===== config.mk =====
export PLATFORM = sky130hd
export DESIGN_NAME = sha_acc_sequencer
export DESIGN_NICKNAME = d
export VERILOG_FILES = /design/src/rtl/sha_acc_sequencer.sv
export SDC_FILE = /design/constraint.sdc
export NUM_CORES = 1
export LEC_CHECK = 0
export CELL_PAD_IN_SITES_DETAIL_PLACEMENT = 1
export CELL_PAD_IN_SITES_GLOBAL_PLACEMENT = 2
export CORE_MARGIN = 3
export CORE_UTILIZATION = 32
export DETAILED_ROUTE_END_ITERATION = 6
export PLACE_DENSITY = 0.95
export SYNTH_ARGS = -nofsm -noshare
export SYNTH_HDL_FRONTEND = slang
export SYNTH_SLANG_ARGS = --single-unit

===== constraint.sdc =====
create_clock -name clk_i -period 8.1 [get_ports clk_i]
set_input_delay 1.62 -clock clk_i [delete_from_list [all_inputs] [get_ports clk_i]]
set_output_delay 1.62 -clock clk_i [all_outputs]
set_load 0.02 [all_outputs]

===== src/rtl/sha_acc_sequencer.sv =====
// rtl/sha_acc_sequencer.sv - sequences one SHA-256 job: register config fetch, memory word fetch, core streaming, status.
module sha_acc_sequencer #(
  parameter int          WORDS_PER_BLOCK = 16,
  parameter int          CNT_W           = 16,
  parameter logic [31:0] REG_BASE        = 32'h2000_0000
) (
  input  logic        clk_i,
  input  logic        rst_i,
  input  logic        start_i,
  input  logic        abort_i,
  output logic        reg_req_o,
  output logic [31:0] reg_addr_o,
  input  logic        reg_gnt_i,
  input  logic [31:0] reg_rdata_i,
  output logic        status_we_o,
  output logic [31:0] status_wdata_o,
  output logic        mem_req_o,
  output logic [31:0] mem_addr_o,
  input  logic        mem_gnt_i,
  input  logic        mem_rvalid_i,
  input  logic [31:0] mem_rdata_i,
  input  logic        mem_err_i,
  output logic        core_init_o,
  output logic        core_next_o,
  output logic        core_valid_o,
  output logic [31:0] core_word_o,
  input  logic        core_ready_i,
  input  logic        core_done_i,
  output logic        busy_o
);

  localparam int WI_W = $clog2(WORDS_PER_BLOCK) + 1;

  typedef enum logic [3:0] {
    S_IDLE, S_RD_SRC, S_RD_LEN, S_BLK_START, S_FETCH,
    S_WAIT_R, S_PUSH, S_WAIT_CORE, S_DONE, S_ERR
  } state_t;

  state_t           state_q, state_d;
  logic [31:0]      src_q, src_d;
  logic [CNT_W-1:0] blocks_q, blocks_d;
  logic [CNT_W-1:0] blk_idx_q, blk_idx_d;
  logic [WI_W-1:0]  word_idx_q, word_idx_d;
  logic             abort_pend_q, abort_pend_d;
  logic [31:0]      word_q, word_d;

  logic             reg_req_q, reg_req_d;
  logic [31:0]      reg_addr_q, reg_addr_d;
  logic             status_we_q, status_we_d;
  logic [31:0]      status_wdata_q, status_wdata_d;
  logic             mem_req_q, mem_req_d;
  logic [31:0]      mem_addr_q, mem_addr_d;
  logic             core_init_q, core_init_d;
  logic             core_next_q, core_next_d;
  logic             core_valid_q, core_valid_d;
  logic             busy_q, busy_d;
  logic [31:0]      word_off;

  always_comb begin
    state_d      = state_q;
    src_d        = src_q;
    blocks_d     = blocks_q;
    blk_idx_d    = blk_idx_q;
    word_idx_d   = word_idx_q;
    abort_pend_d = abort_pend_q;
    word_d       = word_q;

    case (state_q)
      S_IDLE: begin
        if (start_i) begin
          state_d      = S_RD_SRC;
          blk_idx_d    = '0;
          word_idx_d   = '0;
          abort_pend_d = 1'b0;
        end
      end
      S_RD_SRC: begin
        if (abort_i) begin
          state_d = S_ERR;
        end else if (reg_gnt_i) begin
          src_d   = reg_rdata_i;
          state_d = (reg_rdata_i[1:0] != 2'b00) ? S_ERR : S_RD_LEN;
        end
      end
      S_RD_LEN: begin
        if (abort_i) begin
          state_d = S_ERR;
        end else if (reg_gnt_i) begin
          blocks_d = reg_rdata_i[CNT_W-1:0];
          state_d  = (reg_rdata_i[CNT_W-1:0] == '0) ? S_DONE : S_BLK_START;
        end
      end
      S_BLK_START: begin
        word_idx_d = '0;
        state_d    = abort_i ? S_ERR : S_FETCH;
      end
      S_FETCH: begin
        // A granted read always has a response coming, so an abort in the grant cycle is deferred.
        if (mem_gnt_i) begin
          state_d      = S_WAIT_R;
          abort_pend_d = abort_i;
        end else if (abort_i) begin
          state_d = S_ERR;
        end
      end
      S_WAIT_R: begin
        if (abort_i) abort_pend_d = 1'b1;
        if (mem_rvalid_i) begin
          if (mem_err_i || abort_pend_d) begin
            state_d = S_ERR;
          end else begin
            word_d  = mem_rdata_i;
            state_d = S_PUSH;
          end
        end
      end
      S_PUSH: begin
        if (abort_i) begin
          state_d = S_ERR;
        end else if (core_ready_i) begin
          word_idx_d = word_idx_q + 1'b1;
          state_d    = (word_idx_d == WI_W'(WORDS_PER_BLOCK)) ? S_WAIT_CORE : S_FETCH;
        end
      end
      S_WAIT_CORE: begin
        if (abort_i) begin
          state_d = S_ERR;
        end else if (core_done_i) begin
          blk_idx_d = blk_idx_q + 1'b1;
          state_d   = (blk_idx_d == blocks_q) ? S_DONE : S_BLK_START;
        end
      end
      S_DONE:  state_d = S_IDLE;
      S_ERR:   state_d = S_IDLE;
      default: state_d = S_IDLE;
    endcase

    // Outputs are registered, so they are derived from the next-state values.
    word_off       = 32'(blk_idx_d) * 32'(WORDS_PER_BLOCK) + 32'(word_idx_d);
    reg_req_d      = (state_d == S_RD_SRC) || (state_d == S_RD_LEN);
    reg_addr_d     = (state_d == S_RD_SRC) ? REG_BASE :
                     (state_d == S_RD_LEN) ? REG_BASE + 32'd4 : 32'd0;
    mem_req_d      = (state_d == S_FETCH);
    mem_addr_d     = (state_d == S_FETCH) ? src_d + (word_off << 2) : 32'd0;
    core_init_d    = (state_d == S_BLK_START) && (blk_idx_d == '0);
    core_next_d    = (state_d == S_BLK_START) && (blk_idx_d != '0);
    core_valid_d   = (state_d == S_PUSH);
    busy_d         = (state_d != S_IDLE);
    status_we_d    = ((state_d == S_RD_SRC) && (state_q == S_IDLE)) ||
                     (state_d == S_DONE) || (state_d == S_ERR);
    status_wdata_d = status_wdata_q;
    if (status_we_d) begin
      status_wdata_d = {16'(blk_idx_d), 13'b0, state_d == S_ERR,
                        state_d == S_DONE, state_d == S_RD_SRC};
    end
  end

  always_ff @(posedge clk_i) begin
    if (rst_i) begin
      state_q        <= S_IDLE;
      src_q          <= '0;
      blocks_q       <= '0;
      blk_idx_q      <= '0;
      word_idx_q     <= '0;
      abort_pend_q   <= 1'b0;
      word_q         <= '0;
      reg_req_q      <= 1'b0;
      reg_addr_q     <= '0;
      status_we_q    <= 1'b0;
      status_wdata_q <= '0;
      mem_req_q      <= 1'b0;
      mem_addr_q     <= '0;
      core_init_q    <= 1'b0;
      core_next_q    <= 1'b0;
      core_valid_q   <= 1'b0;
      busy_q         <= 1'b0;
    end else begin
      state_q        <= state_d;
      src_q          <= src_d;
      blocks_q       <= blocks_d;
      blk_idx_q      <= blk_idx_d;
      word_idx_q     <= word_idx_d;
      abort_pend_q   <= abort_pend_d;
      word_q         <= word_d;
      reg_req_q      <= reg_req_d;
      reg_addr_q     <= reg_addr_d;
      status_we_q    <= status_we_d;
      status_wdata_q <= status_wdata_d;
      mem_req_q      <= mem_req_d;
      mem_addr_q     <= mem_addr_d;
      core_init_q    <= core_init_d;
      core_next_q    <= core_next_d;
      core_valid_q   <= core_valid_d;
      busy_q         <= busy_d;
    end
  end

  assign reg_req_o      = reg_req_q;
  assign reg_addr_o     = reg_addr_q;
  assign status_we_o    = status_we_q;
  assign status_wdata_o = status_wdata_q;
  assign mem_req_o      = mem_req_q;
  assign mem_addr_o     = mem_addr_q;
  assign core_init_o    = core_init_q;
  assign core_next_o    = core_next_q;
  assign core_valid_o   = core_valid_q;
  assign core_word_o    = word_q;
  assign busy_o         = busy_q;

endmodule

* After elaboration in Yosys (flattened, before gate mapping) *
Index checks and enable logic that the tools add are counted.
W data, S select, Z words.

storage, ports and cells
  bits in registers = 196
  bits of input ports = 74
  output and inout port bits = 135
  word-level logic and storage cells = 99

cells by class
  $add $sub $neg = 4
  equality and inequality tests = 18
  multiplexer cells = 37
  bitwise gates (word level) = 3
  reductions and logical operators = 19

operators by type and width
  kind                     count
  $mux W32                 3
  $mux W4                  17
  $mux W30                 2
  $mux W16                 3
  $add A32 B23 Y32         1
  $logic_not A16 Y1        2
  $pmux W16 S2             1
  $pmux W4 S8              1
  $eq A4 B3 Y1 const B     6
  $add A20 B5 Y21          1
  $add A16 B1 Y16 const B  1
  $eq A16 B16 Y1           1
  $eq A4 B2 Y1 const B     4
  $reduce_bool A16 Y1      1
  $mux W5                  3
  $pmux W5 S3              1
  $reduce_and A3 Y1        3
  $eq A4 B1 Y1 const B     2
  $eq A4 B4 Y1 const B     2
  $add A5 B1 Y5 const B    1
  $eq A5 B5 Y1 const B     1
  $logic_not A4 Y1         1
  $logic_or A1 B1 Y1       4
  $mux W1                  4
  9 further kinds          15

* Longest topological paths before layout *
Gate-level depths: netlist of run 1.

  depth in word-level cells = 10
  mapped depth = 23
  mapped depth without buffers = 21

* Worst setup path after synthesis of run 1 *
No wires, ideal clock.

  path type = input to register
  start = input abort_i
  end = register mem_addr_q[29], in the netlist mem_addr_o[29]
  library setup time = 117 ps
  arrival = 5706 ps
  data required time = 7983 ps
  setup slack = 2277 ps
  stages on the path = 22
  path buffers = 3
  path through = clkbuf_1 -> inv_1 -> nand3_1 -> clkbuf_1 -> nor2_1 -> a21o_1 -> ha_1 -> ha_1 -> and3b_1 -> nand2_1 -> nor3_1 -> xnor2_1 -> ha_1 -> clkbuf_1 -> a21o_1 -> a211o_1 -> nor3_1 -> a211oi_1 -> o41ai_1 -> nand2b_1 -> xnor2_1 -> nor2_1

on the way
  elaborated cells on any way between the ends = 24
  those cells by class = add/sub: 2; eq/ne: 1; mux: 18; bitwise: 1; reduce/logical: 2

RTL lines
  element               RTL line  source
  from (decl)           10        input logic abort_i,
  $mux W16              126       if (abort_i) begin
  $pmux W16 S2          68        case (state_q)
  net blk_idx_d[0]      42        logic [CNT_W-1:0] blk_idx_q, blk_idx_d;
  $add A20 B5 Y21       139       word_off = 32'(blk_idx_d) * 32'(WORDS_PER_BLOCK) + 32'(word_idx_d);
  $add A32 B23 Y32      144       mem_addr_d = (state_d == S_FETCH) ? src_d + (word_off << 2) : 32'd0;
  to (signal assigned)  190       mem_addr_q <= mem_addr_d;
  to (decl)             52        logic [31:0] mem_addr_q, mem_addr_d;

The timed path passes the listed nets, and every way through them passes these cells. The select of a mux whose other input is x is not followed.
A chain may end at the register's enable or synchronous reset.

* Worst setup path in the final report of run 1 *
  start = input abort_i
  end = register mem_addr_q[31], in the netlist mem_addr_o[31]

on the way
  word-level cells in the longest chain between the ends = 9
  elaborated cells on any way between the ends = 24
  those cells by class = add/sub: 2; eq/ne: 1; mux: 18; bitwise: 1; reduce/logical: 2

ends and longest elaborated chain
  element
  branches (longest 9 deep; another with $add A32 B23 Y32)

Several ways; the timed one is not identified. The select of a mux whose other input is x is not followed.

==> flow_summary.yaml, run 1 <==
run_status:
  status: "complete, no violations"
critical_path:
  crit_chain: "clkdlybuf4s50_1 > inv_1 > nand3_1 > nor4_1 > a21oi_1 > nor4_1 > nor2b_1 > nor3b_1 > xnor2_1 > ha_1 > nand3_1 > a211oi_1 > nor3_1 > a211oi_1 > o41ai_1 > buf_4 > nor3_1 > xor2_1 > nor2_1"
  critPathTopFamily: "simple AND/OR/NAND/NOR gates"
  crit_buf_inv: 3
  path_max_fanout: 13
  critPathCaptureType: "flop"
  critPathKind: "primary input to flop"
  worst_path_max_delay_cell: "clkdlybuf4s50_1"
  crit_required_ns: 8.40
  worst_setup_path_start_kind: "primary input"
  cp.arrival_ns: 6.74
  slowest_delay_ns: 0.61
final_layout:
  multi_input_area_sq_um: 5200
  fillers: 3252
  final_util_pct: 41.6
  nNetsFinal: 1326
  drive_gt1_share_pct: 6.55
  area_growth_pct: 26.2
  regArea_sq_um: 3300
clock_network:
  h-tree-depth: 4
  cts_setup_buffers: 0
  ctsLongestPathBuffers: 2
  numCtsBuffers: 17
  cts.sinks: 165
  postCtsHoldBufs: 0
  cts-resized-gates: 0
  clk_pin_slew_ns: 0.07
  cts-root-buf: "clkbuf_16"
  clock_latency_ns: 0.43
  cts_tree: "built"
placement:
  hpwlAfterDp_microns: 21500
  gp_congestion: 0.887
  io_buffers: 165
timing:
  rsz0062_at_grt: "no"
  timing.final.crit_share_pct: 79.5
  tns_ns: 0
  fmax_mhz: 155
  worst_pin_slew_ns: 1.13
  finalHoldViolCount: 0
  setup_viol_count_final: 0
  relSlewSlack_pct: 24.4
  finalClockSkew_ns: 0.0119
  slew_violations: 0
  period_needed_ns: 6.44
detailed_routing:
  drc: 0
  wl_per_cell_microns: 17.9
  drt_iter0_drc: 497
  vias: 8147
  avgViaCountPerCell: 5.06
  first_pass_iters: 4
  ant_nets: 0
  wl_microns: 28900
yosys:
  syn_area_sq_um: 8990
  synth_adder_area_share_pct: 4.12
  synth_area_leader_cell: "dfxtp_1"
  ys_top_cells_by_area: "dfxtp_1, nand2_1, a21oi_1"
  synth.top_cell.area_share_pct: 36.7
  seq_area_frac_synth_pct: 36.7
  synthesis.instances: 1090
  ys.flop_type: "dfxtp_1"
  netlist_top_cells_count: "dfxtp_1, nand2_1, nor2_1"
  synthMuxAreaShare_pct: 5.45
  synth_edf_count: 0
  synth.yosys.warnings: 0
  synth_top_family_by_area: "simple AND/OR/NAND/NOR gates"
  synth_xor_area_share_pct: 4.97
  synth_cell_types: 75
  ys_ff_latch: 165
  synth-compound-area-share_pct: 16.4
  synthSimpleGateAreaFrac_pct: 25.0
  yosysMostFrequentCell: "dfxtp_1"
  avgSynthCellArea_sq_um: 8.25
  synthArstFlopShare_pct: 0
hold_path:
  min_path_type: "flop to flop"
pwr:
  power.density_nw_per_um2: 160
  p_leak_nw: 4.32
  peakVddDrop_mv: 0.0978
  p_total_w: 0.00181
global_routing:
  grtUsageTotal_pct: 18.6
  grt_remaining_overflow: 0
  grt_max_degree: 74
  antenna_found_initial: 1
  grt_pass1_wl_microns: 45600
  grt_pass1_vias: 8451
flow_run:
  maxCapViolations: 0
die:
  dieWidth_microns: 174
  io_pins: 209
  fp.coreArea_sq_um: 27300
  die_h_microns: 174
  start_util_pct: 33.0
  die_area_sq_um: 30100
  rows: 60
==> through the flow <==
step	worst slack, ns	hold slack [ns]	area (sq um)	instances
final	1.66	0.454	11300	1610
after floorplan	2.28	0.448	9150	1132
after detailed placement	1.31	0.449	10800	1576
after global routing	1.19	0.474	11300	1608
after CTS	1.73	0.458	11300	1608
after global placement	1.59	0.441	10800	1576
==> sequential cells by signal, summed over array words and instances (netlist names), 4 cells and up <==
name and cells:
blk_idx_q 16, blocks_q 16, core_word_o 32, mem_addr_o 32
src_q 32, state_q 4, status_wdata_o 19, word_idx_q 5
==> kinds of logic (layout without fill, tap and decap cells) <==
kind of cell / count (synthesis) / count (layout)
adder cells (fa/ha/maj): 29 / 29
AND/OR/NAND/NOR: 441 / 441
flip-flops: 165 / 165
other: 1 / 45
buffers and inverters: 124 / 228
AO/OA/AOI/OAI: 233 / 233
XOR/XNOR: 51 / 51
multiplexers: 46 / 46
==> worst paths after layout <==
path	cells after the start	start	slack, ns	end
max	19	abort_i	1.66	mem_addr_o[31]$_SDFF_PP0_
min reg2reg	2	core_word_o[21]$_SDFFE_PP0P_	0.45	core_word_o[21]$_SDFFE_PP0P_
max reg2reg	20	state_q[1]$_SDFF_PP0_	2.63	mem_addr_o[31]$_SDFF_PP0_
min	2	core_word_o[21]$_SDFFE_PP0P_	0.45	core_word_o[21]$_SDFFE_PP0P_
==> metal layers <==
| layer | wire length, microns | share of wire (%) | global-route usage, % |
|---|---|---|---|
| met5 | 13 | 0.045 | 0 |
| met3 | 1170 | 4.0 | 4.01 |
| met2 | 14600 | 50 | 33.0 |
| met1 | 12700 | 44 | 22.9 |
| met4 | 410 | 1.4 | 4.69 |
==> final cells by class <==
| cell class | count | area share [%] |
|---|---|---|
| Antenna cell | 2 | 0.0441 |
| Clock inverter | 13 | 1.03 |
| Timing Repair Buffer | 176 | 15.3 |
| Sequential cell | 165 | 29.1 |
| Multi-Input combinational cell | 843 | 45.9 |
| Tap cell | 372 | 4.10 |
| Inverter | 20 | 0.662 |
| Clock buffer | 19 | 3.90 |
==> power by group <==
group | leakage, nW | switching, W | total [W] | internal [W]
clock | 0.269 | 0.000375 | 0.000786 | 0.000411
sequential | 1.33 | 0.00000822 | 0.000829 | 0.000821
combinational | 2.72 | 0.000117 | 0.000198 | 0.0000809
total | 4.32 | 0.000501 | 0.00181 | 0.00131
==> worst reg2reg max path, delay by kind of cell (launching register included) <==
family                     cells  cell delay (ns)
adders and majority gates      3             1.01
AOI/OAI and AO/OA              4             1.31
buffers and inverters          1             0.17
xor gates and xnor gates       2             0.29
and+or+nand+nor               10             1.87
DFF                            1             0.71
==> layout by cell type, fill, tap and decap left out, types with 23 or more instances in the layout <==
cell / n
nor2b_1: 36
nor3_1: 23
dfxtp_1: 165
ha_1: 28
conb_1: 43
clkdlybuf4s50_1: 164
nand2_1: 149
mux2_2: 23
xor2_1: 24
o21ai_0: 41
a21oi_1: 87
xnor2_1: 27
nor2_1: 102
Power figures use the tool's default switching activity.
==> run 2: changes to the inputs <==
--- a/config.mk
+++ b/config.mk
@@ -8,9 +8,9 @@
 export CELL_PAD_IN_SITES_DETAIL_PLACEMENT = 1
 export CELL_PAD_IN_SITES_GLOBAL_PLACEMENT = 2
 export CORE_MARGIN = 3
-export CORE_UTILIZATION = 32
+export CORE_UTILIZATION = 29
 export DETAILED_ROUTE_END_ITERATION = 6
-export PLACE_DENSITY = 0.95
+export PLACE_DENSITY = 0.91
 export SYNTH_ARGS = -nofsm -noshare
 export SYNTH_HDL_FRONTEND = slang
 export SYNTH_SLANG_ARGS = --single-unit
==> constraint.sdc (replaced) <==
create_clock -name clk_i -period 6.2 [get_ports clk_i]
set_input_delay 1.24 -clock clk_i [delete_from_list [all_inputs] [get_ports clk_i]]
set_output_delay 1.24 -clock clk_i [all_outputs]
set_load 0.02 [all_outputs]
==> run 2 against run 1 <==
Die area is 10% higher. Sequential share of layout area is 0.33 points lower. Critical path type unchanged. Power is 30% higher. Clock skew hardly changed. Non-clock buffer count is 16 higher. Worst setup slack worse by 1.2 ns. Hold slack better by 0.00054 ns. Global-route usage is 1.2 points lower. Largest power group unchanged. Clock power is 28% higher.
==> flow_summary.yaml, run 2 (same netlist as run 1, synthesis figures left out) <==
global_routing:
  grt_remaining_overflow: 0
  grt_pass1_vias: 8535
  grtUsageTotal_pct: 17.4
  antenna_found_initial: 1
  grt_pass1_wl_microns: 46600
  grt_max_degree: 82
detailed_routing:
  wl_per_cell_microns: 18.0
  drt_iter0_drc: 408
  wl_microns: 29600
  vias: 8340
  ant_nets: 0
  first_pass_iters: 4
  drc: 0
  avgViaCountPerCell: 5.08
critical_path:
  worst_path_max_delay_cell: "clkdlybuf4s50_1"
  startpoint: "abort_i"
  critPathKind: "primary input to flop"
  reg2reg_depth: 19
  r2r_start: "state_q[1]$_SDFF_PP0_"
  timing.reg2reg.setup_slack_ns: 0.79
  crit_required_ns: 6.52
  slowest_delay_ns: 0.60
  worstReg2RegEnd: "mem_addr_o[31]$_SDFF_PP0_"
  path_max_fanout: 7
  critPathCaptureType: "flop"
  worst_setup_path_start_kind: "primary input"
  crit_chain: "clkdlybuf4s50_1 > nor2_1 > o21ai_0 > o21ai_0 > o31ai_1 > buf_4 > ha_1 > ha_1 > and3b_1 > nand2_1 > nor3_1 > xnor2_1 > ha_1 > nand3_1 > a221oi_1 > nor3_1 > a211oi_1 > o41ai_1 > buf_4 > nor3_1 > xor2_1 > nor2_1"
  cp.arrival_ns: 6.04
clock_network:
  postCtsHoldBufs: 0
  cts.sinks: 165
  numCtsBuffers: 17
  cts_tree: "built"
  cts-root-buf: "clkbuf_16"
  clk_pin_slew_ns: 0.07
  clock_latency_ns: 0.44
  h-tree-depth: 4
  ctsLongestPathBuffers: 2
  cts_setup_buffers: 0
  cts-resized-gates: 0
final_layout:
  final_util_pct: 38.1
  layout.cells.most_common: "dfxtp_1"
  drive_gt1_share_pct: 7.75
  area_growth_pct: 27.6
  diodes: 0
  multi_input_area_sq_um: 5200
  final_cell_mix: "dfxtp_1, clkdlybuf4s50_1, nand2_1"
  fillers: 3599
  nNetsFinal: 1342
  regArea_sq_um: 3300
die:
  die_area_sq_um: 33200
  die_h_microns: 182
  start_util_pct: 29.9
  io_pins: 209
  fp.coreArea_sq_um: 30100
  rows: 63
  dieWidth_microns: 182
timing:
  setup_viol_count_final: 0
  finalClockSkew_ns: 0.0114
  fmax_mhz: 175
  tns_ns: 0
  slew_violations: 0
  rsz0062_at_grt: "no"
  finalHoldViolCount: 0
  period_needed_ns: 5.72
  timing.final.crit_share_pct: 92.3
  worst_pin_slew_ns: 1.21
  relSlewSlack_pct: 19.0
hold_path:
  min_path_type: "flop to flop"
  min_path_cells: 2
  worstHoldStart: "core_word_o[29]$_SDFFE_PP0P_"
  hold_path_end: "core_word_o[29]$_SDFFE_PP0P_"
pwr:
  p_total_w: 0.00235
  peakVddDrop_mv: 0.164
  p_leak_nw: 4.39
  power.density_nw_per_um2: 205
placement:
  hpwlAfterDp_microns: 22500
  gp_congestion: 0.894
  io_buffers: 165
flow_run:
  maxCapViolations: 0
run_status:
  status: "complete, no violations"
-- run 2: layer usage --
layer	vias up	track usage, %	share of wire, %
li1	4048	-	-
met1	4053	21.0	44
met2	184	30.4	49
met3	53	3.31	3.9
met4	2	7.19	3.0
met5	-	0	0.037
-- run 2: how the worst max path moves through the flow --
| stage | end | cells past startpoint |
|---|---|---|
| floorplan | mem_addr_o[29]$_SDFF_PP0_ | 22 |
| global placement | mem_addr_o[31]$_SDFF_PP0_ | 20 |
| detailed placement | mem_addr_o[31]$_SDFF_PP0_ | 22 |
| CTS | mem_addr_o[31]$_SDFF_PP0_ | 22 |
| global route | mem_addr_o[31]$_SDFF_PP0_ | 20 |
| finish | mem_addr_o[31]$_SDFF_PP0_ | 22 |
-- run 2: worst max-delay path, delay by kind of cell --
family | cells | cell delay, ns
xor gates and xnor gates | 2 | 0.28
adders and majority gates | 3 | 0.86
buffers and inverters | 3 | 0.93
AOI/OAI and AO/OA | 6 | 1.48
and+or+nand+nor | 8 | 1.24
-- run 2: per-stage QoR --
step                      setup WS [ns]  cells  instance area, sq um  hold WS, ns
after floorplan                   0.757   1132                  9150        0.448
after global placement            0.188   1610                 10900        0.441
after detailed placement         0.0585   1610                 10900        0.447
after CTS                         0.521   1641                 11500        0.457
after global routing             0.0642   1641                 11500        0.476
final                             0.480   1641                 11500        0.455
-- run 2: final cells by class --
| cell class | count | share of cell area [%] |
|---|---|---|
| Multi-Input combinational cell | 843 | 45.4 |
| Sequential cell | 165 | 28.8 |
| Timing Repair Buffer | 192 | 16.2 |
| Tap cell | 390 | 4.25 |
| Clock buffer | 18 | 3.83 |
| Clock inverter | 13 | 0.883 |
| Inverter | 20 | 0.654 |
-- run 2: where the power goes --
part	internal (W)	switching, W
Combinational	0.000110	0.000154
Sequential	0.00107	0.0000110
Clock	0.000526	0.000480
Total	0.00171	0.000645
==> run 3: changes to the inputs <==
--- a/config.mk
+++ b/config.mk
@@ -8,9 +8,10 @@
 export CELL_PAD_IN_SITES_DETAIL_PLACEMENT = 1
 export CELL_PAD_IN_SITES_GLOBAL_PLACEMENT = 2
 export CORE_MARGIN = 3
-export CORE_UTILIZATION = 29
+export CORE_UTILIZATION = 26
+export CTS_BUF_LIST = sky130_fd_sc_hd__clkbuf_4 sky130_fd_sc_hd__clkbuf_8 sky130_fd_sc_hd__clkbuf_16
 export DETAILED_ROUTE_END_ITERATION = 6
-export PLACE_DENSITY = 0.91
+export PLACE_DENSITY = 0.87
 export SYNTH_ARGS = -nofsm -noshare
 export SYNTH_HDL_FRONTEND = slang
 export SYNTH_SLANG_ARGS = --single-unit
==> constraint.sdc (replaced) <==
create_clock -name clk_i -period 4.9 [get_ports clk_i]
set_input_delay 0.98 -clock clk_i [delete_from_list [all_inputs] [get_ports clk_i]]
set_output_delay 0.98 -clock clk_i [all_outputs]
set_load 0.02 [all_outputs]
==> run 3 against run 2 <==
Clock power rose by 32%. Register-to-register slack got worse by 0.43 ns. Cell count up 12%. Count of clock-buffer cells in the layout up 1. Sequential share of layout area shrank 2.9 points. Global-route usage fell by 0.33 points. Utilization shrank 0.31 points. Sequential power rose by 27%. First-iteration DRC count decreased by 19%. Largest cell class unchanged.
==> flow_summary.yaml, run 3 (same netlist as run 1, synthesis figures left out) <==
run_status:
  status: "complete, no violations"
global_routing:
  grt_pass1_wl_microns: 50100
  grt_remaining_overflow: 0
  grt_max_degree: 77
  grt_pass1_vias: 9258
  grtUsageTotal_pct: 17.1
  antenna_found_initial: 2
hold_path:
  min_path_type: "flop to flop"
detailed_routing:
  avgViaCountPerCell: 4.84
  drc: 0
  first_pass_iters: 5
  vias: 8874
  wl_per_cell_microns: 17.6
  drt_iter0_drc: 330
  wl_microns: 32200
  ant_nets: 0
critical_path:
  path_max_fanout: 7
  worst_setup_path_start_kind: "primary input"
  critPathKind: "primary input to flop"
  cp.arrival_ns: 4.99
  crit_required_ns: 5.24
  critPathCaptureType: "flop"
final_layout:
  final_cell_mix: "dfxtp_1, clkdlybuf4s50_1, buf_4"
  nNetsFinal: 1476
  fillers: 4007
  final_util_pct: 37.8
  drive_gt1_share_pct: 19.2
  layout.cells.most_common: "dfxtp_1"
  area_growth_pct: 42.0
timing:
  relSlewSlack_pct: 24.1
  finalClockSkew_ns: 0.0161
  slew_violations: 0
  fmax_mhz: 215
  finalHoldViolCount: 0
  timing.final.crit_share_pct: 94.9
  rsz0062_at_grt: "no"
  period_needed_ns: 4.65
  tns_ns: 0
  setup_viol_count_final: 0
  worst_pin_slew_ns: 1.13
die:
  fp.coreArea_sq_um: 33800
  dieWidth_microns: 192
  die_area_sq_um: 36900
  io_pins: 209
  rows: 67
  die_h_microns: 192
  start_util_pct: 26.6
clock_network:
  clock_latency_ns: 0.45
  cts.sinks: 165
  h-tree-depth: 4
  clk_pin_slew_ns: 0.07
  cts_tree: "built"
  ctsLongestPathBuffers: 2
  postCtsHoldBufs: 0
  numCtsBuffers: 17
  cts-root-buf: "clkbuf_16"
placement:
  gp_congestion: 0.875
  io_buffers: 165
  hpwlAfterDp_microns: 24700
pwr:
  combPwrFrac_pct: 12.6
  clkPwrFrac_pct: 43.0
  p_leak_nw: 5.14
  switching_share_pct: 26.9
  netSwitchingPower_w: 0.000829
  power.density_nw_per_um2: 242
  peakVddDrop_mv: 0.208
  p_int_w: 0.00226
  power_frac_seq_pct: 44.3
flow_run:
  maxCapViolations: 0
run 3: cell count changes in the layout (fill, tap and decap cells not counted), sizes merged:
cell,change
clkinvlp,+3
clkdlybuf4s50,-3
clkinv,-5
diode,+1
buf,+134
clkbuf,+1
bufinv,+1
dlygate4sd2,+1
dlymetal6s2s,+2
run 3: layer usage:
layer	wire, microns	global-route usage (%)	vias to the layer above
li1	-	-	4322
met1	13900	21.1	4327
met2	16300	30.3	183
met3	1230	3.21	38
met4	682	4.90	4
met5	23	0	-
run 3: power by group through the flow:
stage / clock network (W) / registers [W] / logic [W]
2_1_floorplan: 0 / 0.00140 / 0.000214
6_report: 0.00133 / 0.00137 / 0.000390
3_3_place_gp: 0 / 0.00140 / 0.000376
5_1_grt: 0.00142 / 0.00137 / 0.000420
4_1_cts: 0.00136 / 0.00137 / 0.000385
3_5_place_dp: 0 / 0.00140 / 0.000382
run 3: what timing repair did:
action                     in CTS  in global routing
setup endpoints to repair      13                 14
pin swaps                       1                 17
buffers inserted                1                  6
gates resized for setup        17                 28
run 3: path summary, 6_finish.rpt:
check / startpoint / to / slack [ns] / cells past startpoint
setup reg to reg: blk_idx_q[3]$_SDFF_PP0_ / mem_addr_o[30]$_SDFF_PP0_ / 0.36 / 15
hold / removal: core_word_o[31]$_SDFFE_PP0P_ / core_word_o[31]$_SDFFE_PP0P_ / 0.45 / 2
hold reg to reg: core_word_o[31]$_SDFFE_PP0P_ / core_word_o[31]$_SDFFE_PP0P_ / 0.45 / 2
setup / recovery: abort_i / mem_addr_o[25]$_SDFF_PP0_ / 0.25 / 21
run 3: area by class of cell:
type,count,area (sq um),share of cell area [%]
inverter,20,75.1,0.588
timing repair buffer,326,2880,22.5
clock buffer,19,447,3.50
sequential,165,3300,25.9
clock inverter,12,121,0.950
multi-input combinational,843,5390,42.2
antenna,1,2.50,0.0196
tap,448,561,4.39
run 3: through the flow:
| stage | std cells | hold slack (ns) | total power [W] | worst slack, ns | instance area [sq um] |
|---|---|---|---|---|---|
| 6_report | 1834 | 0.452 | 0.00309 | 0.248 | 12800 |
| 5_1_grt | 1833 | 0.476 | 0.00321 | 0.00917 | 12800 |
| 4_1_cts | 1827 | 0.459 | 0.00311 | 0.0244 | 12600 |
| 3_5_place_dp | 1795 | 0.449 | 0.00178 | -0.766 | 12000 |
| 3_3_place_gp | 1795 | 0.442 | 0.00177 | -0.644 | 12000 |
| 2_1_floorplan | 1132 | 0.448 | 0.00162 | 0.0508 | 9160 |
run 3: worst max-delay path, stage by stage:
cell and delay [ns]:
dlygate4sd2_1 0.28, buf_4 0.18, inv_1 0.11, nand3_4 0.11, nor4_2 0.27, a21oi_1 0.11, nor4_2 0.35, buf_4 0.16
nor2b_2 0.16, nor3b_4 0.23, xnor2_2 0.15, ha_1 0.28, buf_4 0.16, a211o_1 0.33, nor3_2 0.15, a211oi_2 0.08
o41ai_2 0.34, buf_4 0.18, buf_4 0.12, o21ai_0 0.09, o211a_1 0.13
==> RTL change, RTL diff (flow settings as in run 2) <==
`mem_addr_q` no longer has a reset.
--- a/src/rtl/sha_acc_sequencer.sv
+++ b/src/rtl/sha_acc_sequencer.sv
@@ -171,3 +171,2 @@
       mem_req_q      <= 1'b0;
-      mem_addr_q     <= '0;
       core_init_q    <= 1'b0;
@@ -189,3 +188,2 @@
       mem_req_q      <= mem_req_d;
-      mem_addr_q     <= mem_addr_d;
       core_init_q    <= core_init_d;
@@ -195,2 +193,6 @@
     end
+  end
+
+  always_ff @(posedge clk_i) begin
+    mem_addr_q <= mem_addr_d;
   end
Check against the original RTL: differs if rst_i is asserted again (counterexample within 10 cycles, from zero or initial values and one cycle with rst_i high); with rst_i held inactive, the same outputs for 10 cycles.
==> RTL change against run 2 <==
Utilization is 0.20 points lower. Count of clock-buffer cells in the layout shrank 1. Worst setup slack got worse by 0.044 ns. Clock power up 9%. Total power up 3.3%. Global-route usage down 0.55 points. Final area decreased by 1.3%. Synthesized area shrank 1.7%. Routed wire length fell by 5.6%. Sequential cell count stayed put. Synthesized cell count down 1.6%. Critical path type unchanged.
==> RTL change: results (changes against run 2) <==
Outcome: complete, no violations
CP arrival: 6.08 ns (+0.04 ns)
Net Switching: 0.652 mW (+1.2%)
Layout Nets: 1,322 (-1.5%)
Post-synth top cells: 165 x dfxtp_1, 138 x nand2_1, 92 x nor2_1
Met1 wire length: 12,900 um (-0.46%)
Routed wl met3: 1180 um (+2.1%)
Clock Skew: 0.0146 ns (+0.00324 ns)
Mux cell area share after synthesis: 0.0509 (-0.00359)
Via count: 8,071 (-3.2%)
Sequential area share after synthesis: 0.374 (+0.00629)
Xor/xnor cell area share of the yosys netlist: 0.0535 (+0.00382)
Vias in the first global route: 8,228 (-3.6%)
Routability Congestion: 0.867 (-3.0%)
Layout cells sized above 1: 0.0787 (+0.00113)
Clock Power Share: 0.454 (+0.026)
First-pass GRT wire length: 44,900 um (-3.5%)
Iteration count of the initial detailed-routing pass: 5 (+1)
Wire length per cell: 17.2 um (-4.6%)
Post-synth cell types: 77 (+2.7%)
Hpwl dp: 20,800 um (-7.2%)
Post-synthesis cell count: 1,073 (-1.6%)
Inst Count DP: 1,591 (-1.2%)
Pin count of the biggest net entering global routing: 89 (+8.5%)
Placed cell area: 10,700 um2 (-1.9%)
First DRT Iteration DRCs: 386 (-5.4%)
Met2 WL: 13,500 um (-7.8%)
Synth area leaders: dfxtp_1 37%, nand2_1 5.9%, a21oi_1 4.9%
Comb pwr: 0.247 mW (-6%)
Setup slack at placement: 0.0545 ns (-0.00404 ns)
Post-Synth Adder-Cell Area: 0.0405 (-0.000710)
Slew at the pin closest to its max-slew limit: 1.22 ns (+0.0121 ns)
Maximum vdd drop: 133 uV (-19%)
Number of fill cells in the layout: 3,539 (-1.7%)
==> RTL change: changes by cell type after synthesis, moves of 7 or more <==
cell | before | now
nor2_1 | 102 | 92
o31ai_1 | 20 | 8
o41ai_1 | 1 | 16
nand2b_1 | 8 | 1
o21ai_0 | 41 | 52
and3_1 | 14 | 22
a211oi_1 | 12 | 5
inv_1 | 20 | 34
nand2_1 | 150 | 138
nor2b_1 | 36 | 43
nand3b_1 | 16 | 2
==> RTL change: kinds of logic (layout without fill, tap and decap cells) <==
logic type	after synthesis	after routing
and+or+nand+nor	399	399
AOI/OAI and AO/OA	249	249
DFF	165	165
buffers and inverters	135	253
xor gates and xnor gates	54	54
muxes	42	42
adders and majority gates	28	28
other	1	44
==> RTL change: critical path: cells and delay by family <==
kind	cells	cell delay [ns]
XOR/XNOR	1	0.17
adder cells (fa/ha/maj)	2	0.70
AND/OR/NAND/NOR	8	1.32
buffers and inverters	1	0.61
AO/OA/AOI/OAI	8	2.04
==> RTL change: layout make-up <==
class                      instances  area share
antenna                            1    0.000221
clock buffer                      17      0.0376
clock inverter                    15      0.0150
inverter                          34      0.0113
multi-input combinational        815       0.441
sequential                       165       0.292
tap                              390      0.0431
timing repair buffer             187       0.160
==> RTL change: routing by layer <==
metal  up-vias  track usage
li1       3950            -
met1      3899        0.223
met2       196        0.285
met3        26       0.0283
met4         0       0.0482
met5         -            0
==> RTL change: path summary, 6_finish.rpt <==
check	to	from	slack, ns
hold reg to reg	core_word_o[25]	core_word_o[25]	0.46
setup reg to reg	mem_addr_o[29]	state_q[1]	0.87
hold / removal	core_word_o[25]	core_word_o[25]	0.46
setup / recovery	mem_addr_o[29]	abort_i	0.44
==> RTL change: timing repair <==
item	4_1_cts	5_1_grt
hold buffers	0	0
resized for setup	0	1
setup endpoints to repair	0	1
